==> config.mk <==
export PLATFORM = sky130hd
export DESIGN_NAME = adder_4bit
export DESIGN_NICKNAME = d
export VERILOG_FILES = /design/src/rtl/adder_4bit.sv
export SDC_FILE = /design/constraint.sdc
export NUM_CORES = 1
export LEC_CHECK = 0
export CAP_MARGIN = 20
export CORE_AREA = 2 2 39 41
export DETAILED_ROUTE_END_ITERATION = 16
export DIE_AREA = 0 0 41 43
export PLACE_DENSITY = 0.38
export SLEW_MARGIN = 20
export SYNTH_ARGS = -nofsm -noshare
export SYNTH_HDL_FRONTEND = slang
export SYNTH_SLANG_ARGS = --single-unit
==> constraint.sdc <==
create_clock -name vclk -period 2.4
set_input_delay 0.48 -clock vclk [all_inputs]
set_output_delay 0.48 -clock vclk [all_outputs]
set_load 0.02 [all_outputs]
==> src/rtl/adder_4bit.sv <==
// 4-bit ripple-carry adder with carry-in/carry-out on individual bit ports.
// REG_OUT selects a combinational result or one registered on posedge clk.
module adder_4bit #(
    parameter int unsigned REG_OUT = 0
) (
    input  logic clk,
    input  logic reset,
    input  logic a_0_,
    input  logic a_1_,
    input  logic a_2_,
    input  logic a_3_,
    input  logic b_0_,
    input  logic b_1_,
    input  logic b_2_,
    input  logic b_3_,
    input  logic cin,
    output logic cout,
    output logic sum_0_,
    output logic sum_1_,
    output logic sum_2_,
    output logic sum_3_
);

    logic [3:0] a;
    logic [3:0] b;
    logic [3:0] s;
    logic [4:0] c;
    logic [4:0] res;
    logic [4:0] res_out;

    assign a = {a_3_, a_2_, a_1_, a_0_};
    assign b = {b_3_, b_2_, b_1_, b_0_};

    always_comb begin
        s    = '0;
        c    = '0;
        c[0] = cin;
        for (int i = 0; i < 4; i++) begin
            s[i]     = a[i] ^ b[i] ^ c[i];
            c[i + 1] = (a[i] & b[i]) | (c[i] & (a[i] ^ b[i]));
        end
    end

    assign res = {c[4], s};

    generate
        if (REG_OUT != 0) begin : g_reg
            logic [4:0] res_q;
            logic [4:0] res_d;

            always_comb begin
                res_d = res;
            end

            // Asynchronous clear forces the outputs low without waiting for a clock.
            always_ff @(posedge clk or posedge reset) begin
                if (reset) begin
                    res_q <= '0;
                end else begin
                    res_q <= res_d;
                end
            end

            assign res_out = res_q;
        end else begin : g_comb
            logic unused_clk_rst;
            assign unused_clk_rst = clk ^ reset;
            assign res_out        = res;
        end
    endgenerate

    assign {cout, sum_3_, sum_2_, sum_1_, sum_0_} = res_out;

endmodule

==> out/results.tsv <==
stage	metric	value	unit
global_routing	combined global-route utilization of all metal layers	4.02	%
logic_synthesis	Synth area leaders	sky130_fd_sc_hd__fa_1, sky130_fd_sc_hd__inv_1	
drt	routed wire length per instance	6.98	um
floorplanning	Ports	16	
flow_run	count of max-cap constraint violations	0	
floorplanning	Horiz. Die Dim	41	um
floorplanning	count of standard-cell rows	14	
setup_path	Setup crit start kind	input pin	
logic_synthesis	per-instance average area after synthesis	8.40	um2
layout	flip-flop and latch count	0	
logic_synthesis	Post-Synthesis Cell Area	118	um2
timing	post-route minimum period	2680	ps
layout	number of antenna repair diodes	0	
layout	fraction of layout instances using a drive strength above 1	53.6	%
drt	number of nets with antenna violations after routing	0	
drt	First DRT Iteration DRCs	0	
timing	max-slew violation count	0	
layout	register area	0	um2
global_routing	pin count of the biggest net entering global routing	2	
logic_synthesis	synthesized netlist net count	29	
timing	Total Negative Setup Slacks	-304	ps
floorplanning	Die Area	1760	um2
timing	Slew HR	85.4	%
setup_path	type of the worst setup path	input pin to primary output	
logic_synthesis	sequential-to-total area share from yosys stat	0	%
global_routing	sum of overflow across all layers after global routing	0	
run_status	result of the run	finished with violations	
global_routing	number of antenna violations at the first check in global routing	0	
drt	routed vias	130	
setup_path	cell type with the highest occurrence count on the critical path	sky130_fd_sc_hd__inv_2	
drt	final WL	307	um
floorplanning	core area	1380	um2
drt	DRC Markers	0	
worst_hold_path	type of the worst min-delay path	input pin to primary output	
layout	Non-Filler Instances	44	
setup_path	critical path, cell by cell	buf_6, fa_2, inv_2, fa_2, inv_2, fa_2, inv_2, fa_1, inv_2, buf_6	
placed_design	post-placement cell count	44	
cts	hold bufs inserted after CTS	0	
layout	area growth from synthesis to layout	130	%
setup_path	cell at the slowest stage of the critical path	sky130_fd_sc_hd__fa_1	
timing	unrepaired setup endpoints after global routing	true	
worst_hold_path	worst hold path endpoint	sum_3_	
worst_hold_path	Min-Delay Path Depth	5	
worst_hold_path	beginning of the worst hold path	b_3_	
timing	number of hold violations in the final report	0	
layout	total of clock buffers placed in the layout	0	
layout	final design utilization	19.5	%
logic_synthesis	cell type with the largest total area after synthesis	sky130_fd_sc_hd__fa_1	
logic_synthesis	count of different cell masters after synthesis	2	
floorplanning	vertical die dimension	43	um
run_status	violations in the final reports	negative setup slack	
setup_path	capturing element type of the critical path	primary output	
global_routing	number of global-route vias before repair	130	
floorplanning	Initial Utilization	8.50	%
cts	post-CTS repair timing setup buffer count	0	
logic_synthesis	area share of the leading cell type in the synthesized netlist	68.1	%
drt	number of iterations in the first detailed-routing pass	1	
timing	total of endpoints with negative setup slack in the final report	2	
placed_design	half-perimeter wire length after detailed placement	309	um
setup_path	endpoint arrival time on the critical path	2200	ps
timing	Post-Route Hold Slack	1760	ps
setup_path	largest stage delay on the critical path	410	ps
power_and_ir_drop	total leakage power	0.139	nW
timing	Final period util	111	%
timing	Worst Setup Slack, final	-275	ps
placed_design	pre-CTS setup slack	-1190	ps
timing	slew at the pin closest to its max-slew limit	218	ps
logic_synthesis	warnings from Yosys	0	
global_routing	global-route wire length before repair	531	um
power_and_ir_drop	largest voltage drop on the vdd net	66.7	uV
power_and_ir_drop	PwrDens	290	nW/um2
layout	total number of nets in the final design	45	
drt	via count normalized by instance count	2.95	
setup_path	critical-path maximum fanout	1	
placed_design	PortBufs	14	
timing	highest clock rate	0.374	GHz
logic_synthesis	post-synthesis instance total	14	
placed_design	final weighted congestion of routability-driven global placement	0.567	
setup_path	CP required	1920	ps
==> area by class of cell <==
type	count	area (um2)
fillers	148	1110
repair buffers	14	125
multi-input cells	4	87.6
inverters	10	37.5
well taps	16	20.0
==> cell families (layout without fill, tap and decap cells) <==
kind of cell,after synthesis,count (layout),synth area share [%]
buffers and inverters,10,24,31.9
adder cells (fa/ha/maj),4,4,68.1
==> metal layers <==
| metal | vias up | part of all wire, % | GRT usage (%) |
|---|---|---|---|
| li1 | 60 | - | - |
| met1 | 56 | 41 | 6.45 |
| met2 | 14 | 37 | 6.25 |
| met3 | 0 | 21 | 0 |
| met4 | 0 | 0 | 0 |
| met5 | - | 0 | 0 |
==> stage by stage <==
step                      area (um2)  power, mW
after detailed placement         285     0.0862
after CTS                        270     0.0803
after global placement           285     0.0844
final                            270     0.0783
after global routing             270     0.0877
after floorplan                  125     0.0432
==> cell usage in the layout (no fill, tap or decap), drive strengths merged <==
master / n
inv: 10
clkdlybuf4s50: 5
fa: 4
dlygate4sd2: 3
buf: 6
==> repair_timing <==
action,CTS,global route
endpoints found under the setup margin,5,2
gates resized for setup,34,0
pin swaps,4,0
==> power by group <==
group          total, mW  internal, mW  switching [mW]
Combinational     0.0783        0.0386          0.0397
Sequential             0             0               0
Clock                  0             0               0
Total             0.0783        0.0386          0.0397
==> worst max-delay path: cells and delay by family <==
family	cells	cell delay, ps
buffers and inverters	6	430
adder cells (fa/ha/maj)	4	1290
==> worst max path at each step <==
stage | from | end | slack [ps] | cells past startpoint
CTS | a_0_ | sum_3_ | -290 | 10
global placement | a_0_ | sum_3_ | -1160 | 10
floorplan | a_0_ | sum_3_ | -130 | 8
global route | a_0_ | sum_3_ | -350 | 10
finish | a_0_ | sum_3_ | -280 | 10
detailed placement | a_0_ | sum_3_ | -1190 | 10
==> cells in the mapped netlist <==
cell type / number
sky130_fd_sc_hd__inv_1: 10
sky130_fd_sc_hd__fa_1: 4
(Power assumes the default switching activity.)
